**config.mk**
```make
export PLATFORM = sky130hd
export DESIGN_NAME = _gate_bist
export DESIGN_NICKNAME = d
export VERILOG_FILES = /design/src/rtl/_gate_bist.sv
export SDC_FILE = /design/constraint.sdc
export NUM_CORES = 1
export LEC_CHECK = 0
export ABC_CLOCK_PERIOD_IN_PS = 1800
export CORE_MARGIN = 3
export CORE_UTILIZATION = 25
export CTS_CLUSTER_DIAMETER = 150
export DETAILED_ROUTE_END_ITERATION = 10
export GPL_TIMING_DRIVEN = 0
export PLACE_DENSITY = 0.52
export SYNTH_ARGS = -nofsm -noshare
export SYNTH_HDL_FRONTEND = slang
export SYNTH_SLANG_ARGS = --single-unit
```
**constraint.sdc**
```tcl
create_clock -name clk -period 1.8 [get_ports clk]
set_input_delay 0.18 -clock clk [delete_from_list [all_inputs] [get_ports clk]]
set_output_delay 0.18 -clock clk [all_outputs]
set_load 0.02 [all_outputs]
```
**src/rtl/_gate_bist.sv**
```systemverilog
// Exhaustive-sweep self-test sequencer for an N_IN-input combinational gate.
// Holds each input vector SETTLE+1 cycles, compares against EXP, reports per-vector result.
module _gate_bist #(
    parameter int unsigned          N_IN   = 2,
    parameter logic [2**N_IN-1:0]   EXP    = 4'b1000,
    parameter int unsigned          SETTLE = 1
) (
    input  logic                 clk,
    input  logic                 rst_n,
    input  logic                 start,
    input  logic                 abort,
    output logic [N_IN-1:0]      dut_in,
    input  logic                 dut_out,
    output logic                 busy,
    output logic                 done,
    output logic                 pass,
    output logic [2**N_IN-1:0]   fail_vec,
    output logic [N_IN:0]        err_count
);

    localparam int unsigned NV = 2 ** N_IN;
    localparam int unsigned EW = N_IN + 1;
    localparam int unsigned CW = 4;
    localparam logic [CW-1:0]   SETTLE_C = CW'(SETTLE);
    localparam logic [N_IN-1:0] LAST     = N_IN'(NV - 1);

    typedef enum logic [1:0] {IDLE, RUN, DONE} state_t;

    state_t          state;
    logic [N_IN-1:0] idx;
    logic [CW-1:0]   cnt;
    logic            mismatch;

    // Gate output is compared directly at the sample edge, no synchroniser.
    always_comb begin
        mismatch = (dut_out != EXP[idx]);
    end

    always_ff @(posedge clk) begin
        if (!rst_n) begin
            state     <= IDLE;
            idx       <= '0;
            cnt       <= '0;
            dut_in    <= '0;
            busy      <= 1'b0;
            done      <= 1'b0;
            pass      <= 1'b0;
            fail_vec  <= '0;
            err_count <= '0;
        end else begin
            done <= 1'b0;
            case (state)
                IDLE: begin
                    if (start) begin
                        state     <= RUN;
                        idx       <= '0;
                        cnt       <= '0;
                        dut_in    <= '0;
                        fail_vec  <= '0;
                        err_count <= '0;
                        pass      <= 1'b0;
                        busy      <= 1'b1;
                    end
                end
                RUN: begin
                    if (abort) begin
                        // Partial results stay visible; no done pulse.
                        state  <= IDLE;
                        busy   <= 1'b0;
                        dut_in <= '0;
                        pass   <= 1'b0;
                        idx    <= '0;
                        cnt    <= '0;
                    end else if (cnt != SETTLE_C) begin
                        cnt <= cnt + CW'(1);
                    end else begin
                        if (mismatch) begin
                            fail_vec[idx] <= 1'b1;
                            err_count     <= err_count + EW'(1);
                        end
                        if (idx == LAST) begin
                            state  <= DONE;
                            busy   <= 1'b0;
                            done   <= 1'b1;
                            pass   <= (err_count == '0) && !mismatch;
                            dut_in <= '0;
                            idx    <= '0;
                            cnt    <= '0;
                        end else begin
                            idx    <= idx + N_IN'(1);
                            dut_in <= idx + N_IN'(1);
                            cnt    <= '0;
                        end
                    end
                end
                DONE: begin
                    state <= IDLE;
                end
                default: begin
                    state <= IDLE;
                end
            endcase
        end
    end

endmodule

```
==> results of run 1 <==
## synthesized netlist by cell type (all sizes together) (2+ instances only)
master	count
nor3b	4
nand3b	2
a41oi	4
dfxtp	18
nand3	5
clkbuf	4
ha	8
nand2	6
o22ai	2
mux2i	4
or3b	3
and4	2
o21ai	3
buf	3
nor2	6
inv	6
## layer usage
layer	global-route usage (%)	vias to the layer above	wire, µm
li1	-	415	-
met1	14.0	388	1050
met2	15.0	15	981
met3	2.30	2	92
met4	6.70	0	36
met5	0	-	0
## cell type report
type / count / area, µm² / area share (%)
Buffer: 6 / 42.5 / 3.41
Tap cell: 48 / 60.1 / 4.81
Sequential cell: 18 / 360 / 28.9
Timing Repair Buffer: 16 / 160 / 12.8
Clock buffer: 3 / 41.3 / 3.31
Multi-Input combinational cell: 71 / 561 / 44.9
Inverter: 6 / 22.5 / 1.81
## report_power, final
part           switching [mW]  internal, mW
Sequential            0.00532         0.406
Clock                   0.130         0.148
Combinational          0.0624        0.0482
## timing repair
| action | in CTS | in global routing |
|---|---|---|
| hold buffers | 0 | 0 |
| hold endpoints to repair | 0 | 0 |
| pin swaps | 0 | 0 |
| gates resized for setup | 1 | 4 |
| endpoints found under the setup margin | 3 | 6 |
## registers in the layout (all words and copies together) (netlist names)
signal,count
fail_vec,4
cnt,4
done,1
idx,2
err_count,3
busy,1
pass,1
state,2
## metrics by stage
step / total power, mW / setup TNS [ps] / hold WS (ps)
2_1_floorplan: 0.490 / 0 / 325
3_3_place_gp: 0.528 / -185 / 448
3_5_place_dp: 0.529 / -251 / 449
4_1_cts: 0.809 / 0 / 459
5_1_grt: 0.844 / 0 / 491
6_report: 0.800 / 0 / 454
## final timing paths
check             slack [ps]  depth (start not counted)                end
setup / recovery         120                          4  busy$_SDFFE_PN0P_
hold / removal           450                          2  pass$_SDFFE_PN0P_
setup reg to reg         130                          4  busy$_SDFFE_PN0P_
hold reg to reg          450                          2  pass$_SDFFE_PN0P_
## worst max-delay path, stage by stage
cell and delay (ps):
clkdlybuf4s50_1 520, nor3b_2 590, a211oi_1 240, o221a_2 300
## cells by family after synthesis
| family | count (synthesis) | synth area share, % |
|---|---|---|
| AO/OA/AOI/OAI | 21 | 17.1 |
| XOR/XNOR | 1 | 0.901 |
| adder cells (fa/ha/maj) | 8 | 10.3 |
| buffers and inverters | 13 | 6.95 |
| flip-flops | 18 | 37.1 |
| multiplexers | 4 | 4.12 |
| AND/OR/NAND/NOR | 37 | 23.6 |
==> impl_results.md, run 1 <==
* Status: complete, no violations
* Crit path arrival time at 1830 ps
* Post-synth top flop: dfxtp_1
* H-tree lvl count at 1
* Final Util at between 30% and 40%
* DR WL/cell at 12.9 µm
* Post-route minimum period at approximately 1700 ps
* Pins over their slew limit at 0
* GR Util All Layers at around a tenth
* Root Buffer Master: clkbuf_8
* Fin cells at approximately 170
* CTS Sinks at 18
* Initial drt markers at 40
* Seq/Total Area, Yosys at 37.1%
* Vias in the first global route at between 700 and 800
* DIE HEIGHT at 68.4 µm
* Via Count at between 800 and 900
* Crit end category: flip-flop
* Most frequent cells in the layout: 18 x dfxtp_1, 16 x clkdlybuf4s50_1, 7 x ha_1
* Start point of the worst hold path: pass$_SDFFE_PN0P_
* FF-to-FF Start: cnt[0]$_SDFFE_PN0P_
* Cell taking the most area after synthesis: dfxtp_1
* Grt total ovfl at 0
* Power per cell area at between 600 and 700 mW/mm²
* Vias per cell at roughly 4.9
* Post-DRT Antenna Nets at 0
* RSZ-0062 raised after global routing: no
* Ant. Diodes at 0
* Post-synth top area share at a little under two fifths
* TritonCTS clock tree: built
* Chip width at ~68 µm
* Initial antenna violation count at 0
* Synthesized area at slightly below 0.001 mm²
* Core Area at ~0.0037 mm²
* Fin crit share at between 90 and 100%
* Synth warn at 0
* Reported max-cap violation count at 0
* Worst-case vdd ir drop at between 200 and 250 µV
* Syn_nets at 115
* DRC viols at 0
* Synth area leaders: dfxtp_1 37%, ha_1 10%, mux2i_1 4.1%
* Die footprint at around 0.0047 mm²
* Clock Pin Slew Worst Setup and Hold Paths at roughly 70 ps
* P_leak at slightly below 0.5 nW
* Placed inst area at 0.00119 mm²
* Post-Syn Area per Cell at approximately 9.5 µm²
* Critical Path RT at around 2000 ps
* Setup Skew at 6.52 ps
* Synth Instances at 102
* Area Overhead vs Synth at 28.3%
* Async SR Flop Fraction at 0%
* Worst slew pin tran at roughly 650 ps
* CP Launch Type: input pin
* Setup Buffers After CTS at 0
* Post-Route WL at around 2200 µm
* DP HPWL at ~1600 µm
* Largest net degree at the start of global routing at 11
* Drt first pass iters at 4
* Fin nets at around 140
* Port Buffers at 16
* CP max FO at 10
* Fill cell count at about 400
* Placed Cells incl. Taps at between 150 and 200
* Max Clk Rate at around 600 MHz
* Crit path from: abort
* CP Class: input pin to flip-flop
* Flops & latches, synth at 18
* Starting Density at 26.2%
* CTS max path bufs at 2
* Worst hold path class: flip-flop to flip-flop
* Max_slew headroom at between 50 and 60%
* CTS Buf Count at 3
* Distinct cells, synth at 42
* Hold Violations, Final at 0
* Setup-failing EPs final at 0
* Dpl ws at -117 ps
* First-pass GRT wire length at around 3500 µm
* Routability congestion estimate from global placement at between 0.7 and 0.8
* Fin area at about 0.0012 mm²
* Final setup margin at 116 ps
* IO Pins at 17
* Ratio of cells with drive above 1 in the final layout at about an eighth
* Row cnt at 22
* Most common cell after layout, fill and taps aside: dfxtp_1
* Number of flops mapped to enable cells by yosys at 0
* Clock network latency to the later pin of the worst-skew pair at approximately 250 ps
No activity file was read; power rests on OpenSTA's default activity.
==> run 2: changes to the inputs <==
- DONT_BUFFER_PORTS: not set -> 1
- PLACE_DENSITY: 0.52 -> 0.46
==> impl_results.md, run 2 (same netlist as run 1, synthesis figures left out) <==
* Status: complete, no violations (unchanged)
* DR WL/cell at 14.8 µm (was 12.9 µm)
* Hold Buf Count CTS at 0 (unchanged)
* Chip width at 68.4 µm (unchanged)
* Fin crit share at 91.4% (was 93.6%)
* Die footprint at 0.00467 mm² (unchanged)
* Crit path arrival time at 1850 ps (was 1830 ps)
* RSZ-0062 raised after global routing: no (unchanged)
* Worst slew pin tran at 478 ps (was 649 ps)
* Largest net degree at the start of global routing at 11 (unchanged)
* Hold Violations, Final at 0 (unchanged)
* NetSw at 0.197 mW (about the same)
* Comb pwr share at 11.1% (was 13.8%)
* DRC viols at 0 (unchanged)
* Drt first pass iters at 4 (unchanged)
* CTS max path bufs at 2 (unchanged)
* Vias per cell at 4.96 (was 4.88)
* H-tree lvl count at 1 (unchanged)
* Placed inst area at 0.00103 mm² (was 0.00119 mm²)
* Worst-case vdd ir drop at 193 µV (was 207 µV)
* Critical Path RT at 2000 ps (was 1950 ps)
* CTS Buf Count at 3 (unchanged)
* Final setup margin at 154 ps (was 116 ps)
* Via Count at 754 (was 820)
* Port Buffers at 0 (was 16)
* Most frequent cells in the layout: 16 x dfxtp_1, 7 x ha_1, 6 x inv_1, 6 x nor2_1, 6 x nand2_1 (was 18 x dfxtp_1, 16 x clkdlybuf4s50_1, 7 x ha_1)
* P_leak at 0.428 nW (was 0.485 nW)
* Crit path max-delay family: compound AO/OA/AOI/OAI gates (was simple AND/OR/NAND/NOR gates)
* Initial drt markers at 34 (was 40)
* CP peak stage delay at 400 ps (was 590 ps)
* TritonCTS clock tree: built (unchanged)
* Crit end category: flip-flop (unchanged)
* Power per cell area at 723 mW/mm² (was 641 mW/mm²)
* CP Launch Type: flip-flop (was input pin)
* Ratio of cells with drive above 1 in the final layout at 15.4% (was 12.5%)
* Worst hold path class: input pin to flip-flop (was flip-flop to flip-flop)
* CP max FO at 5 (was 10)
* Clock network latency to the later pin of the worst-skew pair at 250 ps (about the same)
* Fin cells at 152 (was 168)
* Most common cell after layout, fill and taps aside: dfxtp_1 (unchanged)
* Fin area at 0.00109 mm² (was 0.00125 mm²)
* GR Util All Layers at 11.3% (was 10.5%)
* Fin nets at 119 (was 135)
* Max_slew headroom at 68.1% (was 56.5%)
* Routability congestion estimate from global placement at 0.793 (about the same)
* Dpl ws at -222 ps (was -117 ps)
* Initial antenna violation count at 0 (unchanged)
* Register share of total power at 53.0% (was 51.4%)
* CTS Sinks at 18 (unchanged)
* Vias in the first global route at 743 (was 752)
* Setup Skew at 3.29 ps (was 6.52 ps)
* DP HPWL at 1660 µm (was 1560 µm)
* Post-DRT Antenna Nets at 0 (unchanged)
* Setup Buffers After CTS at 0 (unchanged)
* Placed Cells incl. Taps at 150 (was 166)
* First-pass GRT wire length at 3840 µm (was 3550 µm)
* IO Pins at 17 (unchanged)
* Row cnt at 22 (unchanged)
* Clock Pin Slew Worst Setup and Hold Paths at 70 ps (about the same)
* Internal power at 0.590 mW (was 0.603 mW)
* Clock power share at 36.0% (was 34.8%)
* Total power at 0.788 mW (was 0.800 mW)
* Max Clk Rate at 608 MHz (was 594 MHz)
* Post-Route WL at 2240 µm (was 2160 µm)
* CP Buf/Inv Count at 0 (was 1)
* Worst path slowest cell: or3b_1 (was nor3b_2)
* Ant. Diodes at 0 (unchanged)
* Worst path cell trace: ha_1 > or3b_1 > a211oi_1 > o221a_2 (was clkdlybuf4s50_1 > nor3b_2 > a211oi_1 > o221a_2)
* Largest regs: cnt (4), fail_vec (4), err_count (3) (unchanged)
* Starting Density at 26.2% (unchanged)
* Sw Share at 25.0% (was 24.7%)
* DIE HEIGHT at 68.4 µm (unchanged)
* CP Class: flip-flop to flip-flop (was input pin to flip-flop)
* Core Area at 0.00372 mm² (unchanged)
* Reported max-cap violation count at 0 (unchanged)
* Pins over their slew limit at 0 (unchanged)
* Setup-failing EPs final at 0 (unchanged)
* Grt total ovfl at 0 (unchanged)
* Setup TNS at 0 ps (unchanged)
* Root Buffer Master: clkbuf_8 (unchanged)
* Area Overhead vs Synth at 12.1% (was 28.3%)
* Post-route minimum period at 1650 ps (was 1680 ps)
* Final Util at 29.3% (was 33.6%)
* WHS at 84.2 ps (was 454 ps)
-- run 2: changes by cell type in the layout (fill, tap and decap cells not counted) --
cell	delta
nor4b_1	+1
clkdlybuf4s50_1	-16
nor3b_4	+1
nor4b_2	-1
clkbuf_2	-1
dfxtp_2	+2
buf_2	+1
dfxtp_1	-2
nor3b_2	-1
-- run 2: power by group through the flow --
stage,clock network [mW],registers [mW],logic [mW]
4_1_cts,0.297,0.417,0.0852
6_report,0.283,0.417,0.0871
3_3_place_gp,0,0.426,0.0835
2_1_floorplan,0,0.425,0.0651
3_5_place_dp,0,0.427,0.0846
5_1_grt,0.319,0.419,0.0988
-- run 2: final timing paths --
path	from	to	slack (ps)	cells past startpoint
setup / recovery	cnt[0]$_SDFFE_PN0P_	busy$_SDFFE_PN0P_	150	4
hold / removal	start	state[0]$_SDFFE_PN0P_	80	1
setup reg to reg	cnt[0]$_SDFFE_PN0P_	busy$_SDFFE_PN0P_	150	4
hold reg to reg	idx[0]$_SDFFE_PN0P_	idx[0]$_SDFFE_PN0P_	550	2
-- run 2: what timing repair did --
action / CTS / global route
endpoints found under the hold margin: 0 / 0
pin swaps: 0 / 1
gates resized for setup: 3 / 5
setup endpoints to repair: 7 / 12
-- run 2: final cells by class --
class | count | area [µm²]
fill | 406 | 2630
inverter | 6 | 22.5
sequential | 18 | 363
tap | 48 | 60.1
clock buffer | 3 | 41.3
multi-input combinational | 71 | 561
buffer | 6 | 42.5
-- run 2: routing by layer --
metal / vias to the layer above / share of wire, % / global-route usage [%] / wire [µm]
met5: - / 0 / 0 / 0
li1: 377 / - / - / -
met3: 2 / 6.4 / 3.45 / 144
met4: 0 / 0.49 / 5.21 / 11
met2: 9 / 46 / 18.1 / 1030
met1: 366 / 47 / 13.8 / 1050
==> RTL edit 1: new RTL, settings of run 2 <==
`N_IN`: 2 -> 3.
--- a/src/rtl/_gate_bist.sv
+++ b/src/rtl/_gate_bist.sv
@@ -2,5 +2,5 @@
 // Holds each input vector SETTLE+1 cycles, compares against EXP, reports per-vector result.
 module _gate_bist #(
-    parameter int unsigned          N_IN   = 2,
+    parameter int unsigned          N_IN   = 3,
     parameter logic [2**N_IN-1:0]   EXP    = 4'b1000,
     parameter int unsigned          SETTLE = 1
Interface: changed (resized dut_in, err_count and fail_vec); port bits go from 17 to 23. The function was not compared with the original's and may differ.
==> RTL edit 1 against run 2 <==
Synthesized area increased by 18%; utilization increased by 1.3 points; first-iteration DRC count increased by 29%; sequential cell count increased by 7; synthesized cell count increased by 17%; sequential power increased by 39%; setup slack got worse by 57 ps; power increased by 29%; design area increased by 18%; wire length increased by 15%; critical path type unchanged.
==> RTL edit 1: results (changes against run 2) <==
- In this run the critical register-to-register path is launched from cnt[1].
- The family with the most delay on the worst path is simple AND/OR/NAND/NOR gates.
- The xor-xnor portion of the synthesized cell area is 3.057% (+2.2 points).
- The worst-case register-to-register setup slack is 100 ps (-60 ps).
- The largest registers in the layout are fail_vec: 8 flops, cnt: 4 flops, err_count: 4 flops.
- The slew at the pin closest to its max-slew limit is 481.1 ps (+3.207 ps).
- The detailed-routing wirelength on met1 is 1.182 mm (+12%).
- The latest clock arrival within the worst-skew pair came to 270 ps (+20 ps).
- The violation count after the first detailed-route iteration is 44 (+29%).
- The placement-stage worst setup slack is 34.73 ps (+256.9 ps).
- The synthesized-area fraction occupied by ao, oa, aoi and oai cells is 16.59% (-0.52 points).
- The number of fill cells in the layout came to 438 (+7.9%).
- The HPWL after detailed placement is 1.957 mm (+18%).
- The worst clock skew on the final layout is 7.003 ps (+3.710 ps).
- The met2 capacity usage during global routing is 16.24% (-1.8 points).
- The worst IR drop on VDD was 0.0003861 V (+100%).
- Sorting the synthesized cells by how often they occur yields sky130_fd_sc_hd__dfxtp_1 (25), sky130_fd_sc_hd__nand2_1 (15), sky130_fd_sc_hd__o21ai_0 (9).
- The met1 capacity usage during global routing was 12.76% (-1.1 points).
- On the critical path, the stage with the largest delay is an instance of sky130_fd_sc_hd__or3b_4.
- The register cell area after layout is 503.0 um2 (+39%).
- The overall global routing resource usage came to 10.09% (-1.2 points).
- The largest net degree at the start of global routing came to 16 (+5).
- The wire length of the first global-routing pass is 4.215 mm (+9.7%).
- The clock slew at the register clock pins of the worst setup and hold paths is 90 ps (+20 ps).
- The wire length on met3 is 202 um (+40%).
- The overall routed net length is 2.570 mm (+15%).
- The unique cell type count in the Yosys netlist came to 43 (+2.4%).
- Sorting the synthesized cells by area gives the leading types as sky130_fd_sc_hd__dfxtp_1 (44%), sky130_fd_sc_hd__ha_1 (6.6%), sky130_fd_sc_hd__nand2_1 (4.9%), sky130_fd_sc_hd__o21ai_0 (3.9%), sky130_fd_sc_hd__a32o_1 (2.6%).
- The diode insertion count for antenna repair is 0 (unchanged).
- The post-synth net total is 130 (+13%).
- The detailed route wirelength on metal2 came to 1.169 mm (+13%).
- The depth of the worst register-to-register path was 6 (+2).
- The met3 capacity usage during global routing is 4.514% (+1.1 points).
- The total number of nets in the final design is 136 (+14%).
- The most critical setup path has its startpoint at cnt[1].
- The adder-cell area share of the yosys netlist is 6.550% (-3.7 points).
- The register area share after synthesis came to 43.67% (+6.6 points).
- The number of global-route vias before repair came to 889 (+20%).
- The final weighted congestion in routability-driven placement is 0.7723 (-2.6%).
- The endpoint arrival time on the critical path is 1880 ps (+30 ps).
- The reported leakage power is 0.4647 nW (+8.7%).
- The run finished with clean final reports.
==> RTL edit 1: changes by cell type after synthesis, moves of 3 or more <==
cell / delta
sky130_fd_sc_hd__o21ai_0: +7
sky130_fd_sc_hd__dfxtp_1: +7
sky130_fd_sc_hd__mux2i_1: -3
sky130_fd_sc_hd__a41oi_1: -3
sky130_fd_sc_hd__nand2_1: +9
==> RTL edit 1: timing repair <==
| action | CTS | global route |
|---|---|---|
| endpoints found under the hold margin | 0 | 0 |
| resized for setup | 0 | 7 |
| endpoints found under the setup margin | 0 | 6 |
==> RTL edit 1: layout make-up <==
class	count	area share, %
inverter	4	1.167
sequential	25	39.11
clock inverter	1	0.5837
clock buffer	3	3.210
tap	50	4.864
buffer	3	0.9728
multi-input combinational	88	50.10
==> RTL edit 1: worst max path at each step <==
stage / end / slack [ps] / cells after the start
finish: register / 100 / 6
global route: register / 20 / 6
CTS: register / 7 / 5
detailed placement: err_count[3] / 30 / 5
global placement: fail_vec[4] / 60 / 5
floorplan: register / 230 / 5
==> RTL edit 1: where the power goes <==
group          total [mW]  internal (mW)  switching [mW]
logic              0.0873         0.0356          0.0516
clock network       0.345          0.157           0.188
registers           0.581          0.562          0.0191
==> RTL edit 1: cell families after synthesis <==
family,count (synthesis)
AOI/OAI and AO/OA,27
xor gates and xnor gates,4
adders and majority gates,6
buffers and inverters,7
DFF,25
muxes,1
and+or+nand+nor,49
==> RTL edit 1: per-stage QoR <==
stage               utilization, %  cell area [um2]  cells  power (mW)
global placement             28.77             1209    169      0.6734
finish                       30.61             1286    174       1.014
detailed placement           28.77             1209    169      0.6746
CTS                          29.93             1257    173       1.023
global route                 30.61             1286    174       1.061
floorplan                        -             1146    119      0.6539
==> RTL edit 2: new RTL, flow settings as in run 2 <==
Without the edit above. Make the reset (`rst_n`) asynchronous in one clocked block.
--- a/src/rtl/_gate_bist.sv
+++ b/src/rtl/_gate_bist.sv
@@ -37,5 +37,5 @@
     end
 
-    always_ff @(posedge clk) begin
+    always_ff @(posedge clk or negedge rst_n) begin
         if (!rst_n) begin
             state     <= IDLE;
Formal check against the unedited RTL: differs if rst_n is asserted again (counterexample within 4 cycles, from zero or initial values and one cycle with rst_n low); with rst_n held inactive, the same outputs for 10 cycles.
==> RTL edit 2 against run 2 <==
The flow now finishes with violations (setup timing); synthesized area rose by 5.7%; sequential cell count stayed put; sequential share of layout area grew 2.7 points; wire length up 10%; setup slack worse by 190 ps; utilization up 3.8 points; hold slack better by 80 ps; first-iteration DRC count is 38% lower; maximum frequency down 10%; design area increased by 15%; critical endpoint is now err_count[1].
Power is not compared: it rests on default switching activity, and its combinational part moved more than twofold at a synthesized area within 25%.
==> RTL edit 2: results (changes against run 2) <==
- The largest net degree at the start of global routing is 19 (+8).
- The flow ran to the end, but the final reports show violations.
- The number of stages on the worst hold path is 3 (+2).
- The wire length of the first global-routing pass is 4.119 mm (+7.2%).
- The standard cell with the maximum stage delay on the critical path is sky130_fd_sc_hd__or3b_4.
- The multi-input combinational cell area is 600.6 um2 (+7.1%).
- The fraction of area in registers is 35.98% (+2.7 points).
- The overall global routing resource usage is 10.57% (-0.74 points).
- The share of the final layout cell area in multi-input gates is 47.71% (-3.7 points).
- The met1 capacity usage during global routing was 13.05% (-0.77 points).
- In the post-synthesis netlist, the biggest area contributors are sky130_fd_sc_hd__dfrtp_1 (44%), sky130_fd_sc_hd__ha_1 (9.7%), sky130_fd_sc_hd__o21ai_0 (5.8%), sky130_fd_sc_hd__inv_1 (2.6%), sky130_fd_sc_hd__nand2_1 (2.6%).
- The register area share after synthesis is 43.85% (+6.8 points).
- The violation count after the first detailed-route iteration is 21 (-38%).
- The detailed-routing wirelength on met1 was 1.113 mm (+5.7%).
- The placement-stage worst setup slack is -207.5 ps (+14.62 ps).
- The wire length on met3 came to 150 um (+4.2%).
- The final-report setup violation count is 1 (+1).
- The met2 capacity usage during global routing is 17.31% (-0.74 points).
- The placed standard-cell area is 1087 um2 (+5.3%).
- The detailed route wirelength on metal2 is 1.185 mm (+15%).
- The fraction of area in clock buffers and inverters is 4.374% (+0.59 points).
- The number of multi-input logic gates is 74 (+4.2%).
- The setup total negative slack was -32.70 ps (-32.70 ps).
- The number of fill cells in the layout was 387 (-4.7%).
- The family with the most delay on the worst path is simple AND/OR/NAND/NOR gates.
- The count of inverters other than clock inverters in the layout is 7 (+1).
- The final weighted congestion in routability-driven placement is 0.7501 (-5.4%).
- The worst clock skew on the final layout is 6.240 ps (+2.948 ps).
- The count of clock buffers in the final design is 4 (+1).
- The number of global-route vias before repair came to 829 (+12%).
- The adder-cell area share of the yosys netlist is 9.744% (-0.55 points).
- The longest individual stage delay on the worst path is 420 ps (+20 ps).
- The endpoint arrival time on the critical path is 1980 ps (+130 ps).
- The unique cell type count in the Yosys netlist is 39 (-7.1%).
- The post-synth net total came to 116 (+0.87%).
- The fraction of synthesized area in multiplexers is 2.071% (-2.0 points).
- After synthesis, the most frequently instantiated cells are sky130_fd_sc_hd__dfrtp_1 (18), sky130_fd_sc_hd__o21ai_0 (12), sky130_fd_sc_hd__ha_1 (8).
- The total iterations of the first detailed-routing run is 6 (+2).
- The number of buffers other than clock buffers in the final layout came to 10 (+4).
- The xor-xnor portion of the synthesized cell area came to 0.8526% (-0.048 points).
- The worst reg2reg path startpoint is cnt[1].
- The checks that failed: setup timing.
- The headroom to the max-slew limit is 41.57% (-27 points).
- The layout sequential cell count came to 18 (unchanged).
- The non-clock buffer share of cell area is 5.070% (+1.2 points).
- The worst-case setup margin in the final layout is -32.70 ps (-186.7 ps).
- The number of instances in the synthesized netlist is 103 (+0.98%).
- The via density per instance is 5.037 (+1.5%).
RTL edit 2: report_power, final:
part           total, mW  internal [mW]  switching [mW]  leakage, nW
sequential         0.554          0.457          0.0975        0.241
clock              0.338          0.194           0.144       0.0288
combinational      0.437          0.214           0.223        0.248
total               1.33          0.866           0.464        0.517
RTL edit 2: how the worst max path moves through the flow:
stage                start      endpoint  slack (ps)  cells after the start
floorplan           cnt[1]  err_count[1]         -80                      6
global placement    cnt[1]  err_count[1]        -170                      6
detailed placement  cnt[1]  err_count[1]        -210                      6
CTS                 cnt[1]  err_count[1]         -40                      5
global route        cnt[1]  err_count[1]         -90                      5
finish              cnt[1]  err_count[1]         -30                      5
RTL edit 2: what timing repair did:
| action | 4_1_cts | 5_1_grt |
|---|---|---|
| gates cloned | 1 | 0 |
| buffers inserted | 5 | 0 |
| endpoints found under the setup margin | 11 | 10 |
| hold buffers | 1 | 0 |
| resized for setup | 13 | 8 |
| hold endpoints to repair | 18 | 0 |
| pin swaps | 1 | 2 |
